### src/rtl/decoder_3x8_if.sv
// decoder_3x8_if: select/decode bundle for decoder_3x8.
//   en        decode enable (master -> slave)
//   in[2:0]   binary select (master -> slave)
//   out[7:0]  registered one-hot decode (slave -> master)
//   out_valid registered copy of en (slave -> master)
interface decoder_3x8_if;
    logic       en;
    logic [2:0] in;
    logic [7:0] out;
    logic       out_valid;

    modport master (
        output en,
        output in,
        input  out,
        input  out_valid
    );

    modport slave (
        input  en,
        input  in,
        output out,
        output out_valid
    );
endinterface

### src/rtl/decoder_3x8.sv
// decoder_3x8: registered 3-to-8 line decoder with active-high enable.
// Ports:
//   clk  system clock, rising edge
//   rst  synchronous active-high reset
//   bus  decoder_3x8_if.slave: en, in[2:0] in; out[7:0], out_valid out
// Parameter OUT_ACTIVE_LOW inverts the whole output word, idle value included.
// Outputs come straight from flops; there is no input-to-output comb path.
module decoder_3x8 #(
    parameter bit OUT_ACTIVE_LOW = 1'b0
) (
    input  logic          clk,
    input  logic          rst,
    decoder_3x8_if.slave  bus
);
    // XOR mask applied to the active-high decode; also equals the idle word.
    localparam logic [7:0] POL_MASK = {8{OUT_ACTIVE_LOW}};

    logic [7:0] onehot;
    logic [7:0] out_d;
    logic [7:0] out_q;
    logic       out_valid_d;
    logic       out_valid_q;

    for (genvar gi = 0; gi < 8; gi++) begin : g_dec
        assign onehot[gi] = (bus.in == 3'(gi));
    end

    always_comb begin
        out_d       = POL_MASK;
        out_valid_d = 1'b0;
        if (bus.en) begin
            out_d       = onehot ^ POL_MASK;
            out_valid_d = 1'b1;
        end
    end

    always_ff @(posedge clk) begin
        if (rst) begin
            out_q       <= POL_MASK;
            out_valid_q <= 1'b0;
        end else begin
            out_q       <= out_d;
            out_valid_q <= out_valid_d;
        end
    end

    assign bus.out       = out_q;
    assign bus.out_valid = out_valid_q;
endmodule

### src/flat_wrapper.sv
// flat-port wrapper written by rule: the top's interface ports become plain ports
module decoder_3x8_flat 
#(
    parameter bit OUT_ACTIVE_LOW = 1'b0
)
  (clk, rst, bus_en, bus_in, bus_out, bus_out_valid);
  decoder_3x8_if bus_i ();
  input  logic clk;
  input  logic rst;
  input wire logic [$bits(bus_i.en)-1:0] bus_en;
  input wire logic [$bits(bus_i.in)-1:0] bus_in;
  output wire logic [$bits(bus_i.out)-1:0] bus_out;
  output wire logic [$bits(bus_i.out_valid)-1:0] bus_out_valid;
  assign bus_i.en = bus_en;
  assign bus_i.in = bus_in;
  assign bus_out = bus_i.out;
  assign bus_out_valid = bus_i.out_valid;
  decoder_3x8 #(.OUT_ACTIVE_LOW(OUT_ACTIVE_LOW)) u_core (.clk(clk), .rst(rst), .bus(bus_i));
endmodule
### config.mk
export PLATFORM = sky130hd
export DESIGN_NAME = decoder_3x8_flat
export DESIGN_NICKNAME = d
export VERILOG_FILES = /design/src/rtl/decoder_3x8_if.sv /design/src/rtl/decoder_3x8.sv /design/src/flat_wrapper.sv
export SDC_FILE = /design/constraint.sdc
export NUM_CORES = 1
export LEC_CHECK = 0
export ABC_AREA = 1
export BUFFER_PORTS_ARGS = -buffer_cell sky130_fd_sc_hd__clkbuf_2
export CORE_AREA = 2 2 39 41
export DETAILED_ROUTE_END_ITERATION = 8
export DIE_AREA = 0 0 41 43
export HOLD_SLACK_MARGIN = 0.02
export PLACE_DENSITY_LB_ADDON = 0.1
export SLEW_MARGIN = 20
export SYNTH_ARGS = -nofsm -noshare
export SYNTH_HDL_FRONTEND = slang
export SYNTH_SLANG_ARGS = --single-unit
export TNS_END_PERCENT = 100
### constraint.sdc
create_clock -name clk -period 1 [get_ports clk]
set_input_delay 0.2 -clock clk [delete_from_list [all_inputs] [get_ports clk]]
set_output_delay 0.2 -clock clk [all_outputs]
set_load 0.02 [all_outputs]
After elaboration in Yosys (flattened, before gate mapping):

Index checks and enable logic that the tools add are counted.

* bits in registers: 9
* word-level logic and storage cells: 13
* output and inout bits: 9
* memory bits (writable): 0
* latch bits: 0
* memory bits (read-only): 0
* memories: 0

* eq/ne operators: 7
* reductions and logical operators: 2
* bitwise gates (word level): 1
* shift-type cells: 0
* order comparisons: 0
* mux-type cells: 1
* $mul: 0
* divide/modulo/power cells: 0
* add/sub/neg operators: 0

Operators with widths (count)
* $eq A3 B3 Y1 const B: 4
* $eq A3 B2 Y1 const B: 2
* $eq A3 B1 Y1 const B: 1
* $logic_not A3 Y1: 1
* $reduce_or A2 Y1: 1
* $mux W1: 1
* $not A1 Y1: 1

Logic depth before layout (Yosys ltp):

Gate-level depths: netlist (run 1).

* depth after elaboration: 2
* mapped depth: 3
* depth with buffers taken out: 3

Worst setup path before layout (run 1):

OpenSTA, ideal clock, no wires.

* path type: register -> output
* start: register u_core.out_q[0], in the netlist u_core.bus.out[0]
* end: output port bus_out[0]
* path buffers: 0
* path slack: 0.405 ns
* arrival time: 0.395 ns
* data required time: 0.800 ns
* stages on the path, launching flop included: 1
* cells stage by stage: dfxtp_1

RTL lines
* from (decl): RTL line decoder_3x8.sv:20 `logic [7:0] out_q;`
* from (signal assigned): RTL line decoder_3x8.sv:42 `out_q <= out_d;`
* to (decl): RTL line flat_wrapper.sv:12 `output wire logic [$bits(bus_i.out)-1:0] bus_out;`

No word-level cell between the ends.

Worst setup path in the final report (run 1):

* start: register u_core.out_q[3], in the netlist u_core.bus.out[3]
* end: output port bus_out[3]

No word-level cell between the ends.

==> results.toml, run 1 <==
[setup_path]
crit_chain = "clkbuf_2"
crit_arrival_ps = 720
worst_ep_required_time_ps = 800
cpPeakStageDelay_ps = 310
crit_path_end_kind = "output pin"
critPathMaxFanout = 1
worst_setup_path_start_kind = "flip-flop"
critPathTopFamily = "flip-flops"
crit_path_top_delay_cell = "dfxtp_1"
worstSetupPathType = "reg2out"
path_buf_inv = 1
path_depth = 1

[cts]
ctsResizeCount = 0
cts_buffer_depth = 2
clk_pin_slew_worst_paths_ps = 60
h-tree-depth = 1
tritoncts = "built"
cts.sinks = 9
numCtsBuffers = 3
post_cts_buffers = 0
cts_root_buf = "clkbuf_4"
cts_hold_buf = 0

[timing]
min_period_ps = 917
max_freq_mhz = 1090
maxSlewHeadroom_pct = 91.7
finalSetupTns_ps = 0
hold_viol_final = 0
fin_crit_sh_pct = 91.7
drv_slew = 0
worstMarginPinSlew_ps = 124
rsz0062_at_grt = "no"
setup_viol = 0

[layout]
multi_input_area_um2 = 68.8
drive_above_1_share_pct = 40.4
fillCellCount = 160
nets = 54
syn2layout_area_growth_pct = 43.5
n_antenna_cell = 0
stdcell_count = 63
seqCellArea_um2 = 180
design_area_um2 = 384

[status]
status = "finished, final reports clean"

[detailed_routing]
dr_total_vias = 226
drt-pass1-iter-count = 4
drc = 0
drt_wl_total_um = 493
routedWlPerCell_um = 7.83
postRouteAntennaNets = 0
drt_iter0_drc = 3
vias_per_cell = 3.59

[global_routing]
gr-total-overflow = 0
antenna_found_initial = 0
grt_pass1_vias = 183
grtUsageTotal_pct = 6.53
grt_busiest_layer = "met2"
met2_usage_pct = 7.81
grt_max_degree = 6
gr-usage-met1_pct = 7.10
met3_usage_pct = 4.71
grt_pass1_wl_um = 683

[placed_design]
place_congestion = 0.589
numPortBuffers = 14
place_area_um2 = 358
place_inst = 59

[min_path]
hp-class = "in2reg"
hold_path_end = "u_core.bus.out_valid"
min_path_cells = 2
hold_start = "rst"

[logic_synthesis]
yosysTopAreaCell = "dfxtp_1"
synth-seq-cells = 9
synth_cell_types = 5
synth_nets = 35
synthFlopType = "dfxtp_1"
ys_seq_area_share_pct = 67.3
yosys_warnings = 0
syn_area_um2 = 268
ys_top_cells_by_area = "dfxtp_1 (67%), nor2_1 (13%), nand3_2 (7.5%), inv_1 (7.0%), nand2_1 (5.6%)"
synth_edf_count = 0
avgSynthCellArea_um2 = 9.23
synth_common_cells = "dfxtp_1 (9), nor2_1 (9), inv_1 (5)"
synthCells = 29
synth_top_area_share_pct = 67.3
ys_async_sr_fraction_pct = 0

[floorplanning]
core_area_um2 = 1380
io_pins = 15
initial_core_util_pct = 19.3
die_area_um2 = 1760
die_h_um = 43
die_x_um = 41
rows = 14

[power]
vdd_drop_max_mv = 0.725
cellPowerDensity_nw_per_um2 = 1780
p_leak_nw = 0.203

[flow_run]
cap_violations = 0
[worst max-delay path by stage]
stage                           start                end  slack [ps]
global placement                  rst  u_core.bus.out[2]         340
CTS                 u_core.bus.out[1]         bus_out[1]          70
global route        u_core.bus.out[4]         bus_out[4]          40
floorplan           u_core.bus.out[0]         bus_out[0]         400
detailed placement                rst  u_core.bus.out[2]         310
finish              u_core.bus.out[3]         bus_out[3]          80
[metrics by stage]
stage / setup WS, ps / power, mW / hold WS (ps) / utilization (%)
after CTS: 72.2 / 0.696 / 105 / 27.8
after global routing: 44.3 / 0.719 / 114 / 27.8
after floorplan: 405 / 0.403 / 271 / -
after detailed placement: 314 / 0.428 / 375 / 25.9
final: 82.6 / 0.684 / 114 / 27.8
after global placement: 339 / 0.427 / 372 / 25.9
[report_power, final]
| group | leakage [nW] | switching, mW | internal [mW] |
|---|---|---|---|
| Sequential | 0.0731 | 0.00170 | 0.366 |
| Combinational | 0.115 | 0.0335 | 0.0184 |
| Clock | 0.0150 | 0.111 | 0.153 |
[cell families after synthesis]
| group | after synthesis | synth area share, % |
|---|---|---|
| buf+inv | 5 | 7.01 |
| simple gates | 15 | 25.7 |
| flops | 9 | 67.3 |
[area by class of cell]
cell class,count,area share (%)
Inverter,5,4.89
Clock buffer,4,6.84
Tap cell,16,5.21
Multi-Input combinational cell,15,17.9
Timing Repair Buffer,14,18.2
Sequential cell,9,46.9
[metal layers]
layer	part of all wire, %	up-vias
li1	-	119
met1	41	97
met2	45	10
met3	14	0
met4	0	0
met5	0	-
[layout by cell type, fill, tap and decap left out]
master and n:
clkbuf_1 1, clkbuf_2 14, clkbuf_4 3, dfxtp_1 9, inv_1 5, nand2_1 4
nand3_2 2, nor2_1 9
[state kept, by name (all words and copies together) (netlist names)]
signal                cells
u_core.bus.out_valid      1
u_core.bus.out            8
Power figures use the tool's default switching activity.
==> inputs of run 2 (changes only) <==
- CELL_PAD_IN_SITES_DETAIL_PLACEMENT: not set -> 1
- CELL_PAD_IN_SITES_GLOBAL_PLACEMENT: not set -> 1
==> run 2 against run 1 <==
Via count up 2.7%. Largest power group unchanged. Final area unchanged. Wire length up 9.5%. Non-clock buffer count unchanged. Clock-buffer cell count unchanged. Setup slack worse by 5.5 ps. Combinational power about the same. Clock power up 3%. Global-route usage up 1.2 points. Total power up 1.2%. Core utilization unchanged.
==> results.toml, run 2 (synthesis gave the netlist of run 1 again) <==
[status]
status = "finished, final reports clean"

[floorplanning]
core_area_um2 = 1380
io_pins = 15
initial_core_util_pct = 19.3
die_area_um2 = 1760
die_h_um = 43
rows = 14
die_x_um = 41

[placed_design]
dp_hpwl_um = 446
place_congestion = 0.602
numPortBuffers = 14
place_inst = 59
dpl_worst_slack_ps = 305

[layout]
seqCellArea_um2 = 180
multi_input_area_um2 = 68.8
stdcell_count = 63
layout_common_cells = "clkbuf_2 (14), nor2_1 (9), dfxtp_1 (9)"
n_antenna_cell = 0
final_core_util_pct = 27.8
layout_commonest_cell = "clkbuf_2"
largest_reg_flops = 8
syn2layout_area_growth_pct = 43.5
fillCellCount = 177
nets = 54
drive_above_1_share_pct = 40.4

[setup_path]
crit_arrival_ps = 720
worst_setup_path_start_kind = "flip-flop"
crit_path_end_kind = "output pin"
critPathLaunch = "u_core.bus.out[0]"
worst_ep_required_time_ps = 800
cpPeakStageDelay_ps = 310
critPathTopFamily = "flip-flops"
critPathMaxFanout = 1
path_buf_inv = 1
worstSetupPathType = "reg2out"
critPathCapture = "bus_out[0]"
crit_path_top_delay_cell = "dfxtp_1"
path_depth = 1
crit_chain = "clkbuf_2"

[min_path]
hp-class = "in2reg"

[detailed_routing]
vias_per_cell = 3.68
postRouteAntennaNets = 0
drc = 0
dr_total_vias = 232
drt_wl_total_um = 540
drt-pass1-iter-count = 2
routedWlPerCell_um = 8.57
drt_iter0_drc = 9

[timing]
max_freq_mhz = 1080
hold_viol_final = 0
rsz0062_at_grt = "no"
setup_viol = 0
fin_crit_sh_pct = 92.3
finalSetupTns_ps = 0
min_period_ps = 923
drv_slew = 0
finalWorstSetupSlack_ps = 77.0
worstMarginPinSlew_ps = 121
maxSlewHeadroom_pct = 92.0

[cts]
cts_buffer_depth = 2
cts_root_buf = "clkbuf_4"
tritoncts = "built"
numCtsBuffers = 3
h-tree-depth = 1
post_cts_buffers = 0
clk_pin_slew_worst_paths_ps = 60
cts_hold_buf = 0
ctsResizeCount = 0
cts.sinks = 9

[power]
intPower_mw = 0.538
p_comb_share_pct = 7.5
finalPower_mw = 0.692
cellPowerDensity_nw_per_um2 = 1800
vdd_drop_max_mv = 0.466
sw_frac_of_total_pct = 22.3
clkPwrFrac_pct = 39.3
power_frac_seq_pct = 53.1
switching_power_mw = 0.154
p_leak_nw = 0.203

[global_routing]
grt_pass1_wl_um = 779
grtUsageTotal_pct = 7.78
grt_max_degree = 6
antenna_found_initial = 0
gr-total-overflow = 0
grt_pass1_vias = 205

[flow_run]
cap_violations = 0
==> run 2: cell counts in the layout (fill, tap and decap cells not counted) <==
No cell type changed its count.
==> run 2: how the worst min path moves through the flow <==
stage | start | to | slack, ps | cells past startpoint
2_1_floorplan | rst | u_core.bus.out_valid | 270 | 1
3_3_place_gp | rst | u_core.bus.out_valid | 370 | 2
3_5_place_dp | rst | u_core.bus.out_valid | 380 | 2
4_1_cts | rst | u_core.bus.out_valid | 100 | 2
5_1_grt | rst | u_core.bus.out_valid | 110 | 2
6_report | rst | u_core.bus.out_valid | 110 | 2
==> run 2: through the flow <==
stage / cell area, um^2 / hold WS (ps)
after floorplan: 268 / 271
after global placement: 358 / 374
after detailed placement: 358 / 383
after CTS: 384 / 103
after global routing: 384 / 112
final: 384 / 114
==> run 2: layout make-up <==
cell class	instances	area share, %
timing repair buffer	14	18.2
multi-input combinational	15	17.9
sequential	9	46.9
tap	16	5.21
clock buffer	4	6.84
inverter	5	4.89
==> run 2: metal layers <==
layer | up-vias | part of all wire (%) | track usage, %
met5 | - | 0 | 0
met4 | 0 | 0.74 | 10.0
met3 | 2 | 11 | 3.14
met2 | 10 | 48 | 10.0
met1 | 98 | 40 | 7.87
li1 | 122 | - | -
==> run 2: power groups by stage <==
stage | Combinational, mW | Clock (mW) | Sequential [mW]
floorplan | 0.0178 | 0 | 0.386
global placement | 0.0525 | 0 | 0.375
detailed placement | 0.0533 | 0 | 0.376
CTS | 0.0534 | 0.294 | 0.368
global route | 0.0582 | 0.317 | 0.368
finish | 0.0520 | 0.272 | 0.368
==> inputs of run 3 (changes only) <==
- SETUP_SLACK_MARGIN: not set -> 0.15
- SLEW_MARGIN: 20 -> not set
==> run 3 against run 2 <==
Core utilization grew 7.3 points. Final area is 26% higher. Via count grew 1.3%. Sequential power rose by 1%. Global-route usage grew 0.40 points. Sequential share of layout area is 7.5 points lower. Critical path type unchanged. Largest cell class unchanged. Largest power group unchanged. Highest routed layer unchanged.
==> results.toml, run 3 (synthesis gave the netlist of run 1 again) <==
[detailed_routing]
drc = 0
routedWlPerCell_um = 8.79
dr_total_vias = 235
drt_iter0_drc = 9
postRouteAntennaNets = 0
vias_per_cell = 3.73
drt-pass1-iter-count = 2
drt_wl_total_um = 554

[timing]
worstMarginPinSlew_ps = 104
finalWorstSetupSlack_ps = 104
hold_viol_final = 0
finalSetupTns_ps = 0
max_freq_mhz = 1120
min_period_ps = 896
setup_viol = 0
drv_slew = 0
fin_crit_sh_pct = 89.6
maxSlewHeadroom_pct = 93.0
rsz0062_at_grt = "yes"

[setup_path]
crit_arrival_ps = 700
crit_path_top_delay_cell = "dfxtp_2"
path_buf_inv = 1
worstSetupPathType = "reg2out"
crit_chain = "buf_8"
critPathMaxFanout = 1
critPathTopFamily = "flip-flops"
worst_setup_path_start_kind = "flip-flop"
cpPeakStageDelay_ps = 320
worst_ep_required_time_ps = 800
crit_path_end_kind = "output pin"

[floorplanning]
die_x_um = 41
core_area_um2 = 1380
die_h_um = 43
initial_core_util_pct = 19.3
rows = 14
io_pins = 15
die_area_um2 = 1760

[status]
status = "finished, final reports clean"

[power]
cellPowerDensity_nw_per_um2 = 1470
power_frac_seq_pct = 52.1
sw_frac_of_total_pct = 22.5
intPower_mw = 0.553
switching_power_mw = 0.161
p_leak_nw = 0.230
vdd_drop_max_mv = 0.475
p_comb_share_pct = 9.3
clkPwrFrac_pct = 38.6

[cts]
h-tree-depth = 1
cts.sinks = 9
numCtsBuffers = 3
tritoncts = "built"
clk_pin_slew_worst_paths_ps = 60
cts_root_buf = "clkbuf_4"
cts_hold_buf = 0
cts_buffer_depth = 2

[global_routing]
grt_max_degree = 6
grt_pass1_vias = 222
gr-total-overflow = 0
antenna_found_initial = 0
grtUsageTotal_pct = 8.18
grt_pass1_wl_um = 828

[layout]
syn2layout_area_growth_pct = 81.3
layout_common_cells = "nor2_1 (9), buf_8 (9), dfxtp_2 (9)"
n_antenna_cell = 0
seqCellArea_um2 = 191
nets = 54
fillCellCount = 160
largest_reg_flops = 8
multi_input_area_um2 = 68.8
drive_above_1_share_pct = 59.6

[placed_design]
dp_hpwl_um = 446
place_congestion = 0.602
dpl_worst_slack_ps = 305
numPortBuffers = 14

[min_path]
hp-class = "in2reg"

[flow_run]
cap_violations = 0
==> run 3: cell count changes in the layout (fill, tap and decap cells not counted), sizes merged <==
cell / previous run / this run
clkbuf: 18 / 9
buf: 0 / 9
==> run 3: metrics by stage <==
stage	std cells	utilization (%)	hold slack [ps]	cell area [um^2]	total power [mW]
after global placement	59	25.9	374	358	0.428
after global routing	63	35.1	105	485	0.761
final	63	35.1	107	485	0.714
after CTS	63	34.3	96.0	474	0.728
after detailed placement	59	25.9	383	358	0.429
after floorplan	29	-	271	268	0.403
==> run 3: power groups by stage <==
stage | registers (mW) | logic (mW) | clock network, mW
floorplan | 0.386 | 0.0178 | 0
global placement | 0.375 | 0.0525 | 0
detailed placement | 0.376 | 0.0533 | 0
CTS | 0.370 | 0.0641 | 0.294
global route | 0.372 | 0.0721 | 0.317
finish | 0.372 | 0.0660 | 0.276
==> run 3: path summary, 6_finish.rpt <==
path / depth (start not counted) / startpoint / end
setup / recovery: 1 / u_core.bus.out[3] / bus_out[3]
hold / removal: 2 / rst / u_core.bus.out_valid
==> run 3: metal layers <==
layer	global-route usage, %	wire length [um]
met5	0	0
met4	10.0	4
met3	3.14	46
met2	11.3	284
met1	7.87	219
==> run 3: final cells by class <==
class / count / share of cell area, %
inverters: 5 / 3.87
multi-input cells: 15 / 14.2
repair buffers: 14 / 33.0
well taps: 16 / 4.12
clock buffers: 4 / 5.41
flip-flops and latches: 9 / 39.4
==> run 3: timing repair <==
item                       4_1_cts  5_1_grt
setup endpoints to repair        9        9
resized for setup               27        9
cloned                           0        0
setup buffers                    0        0
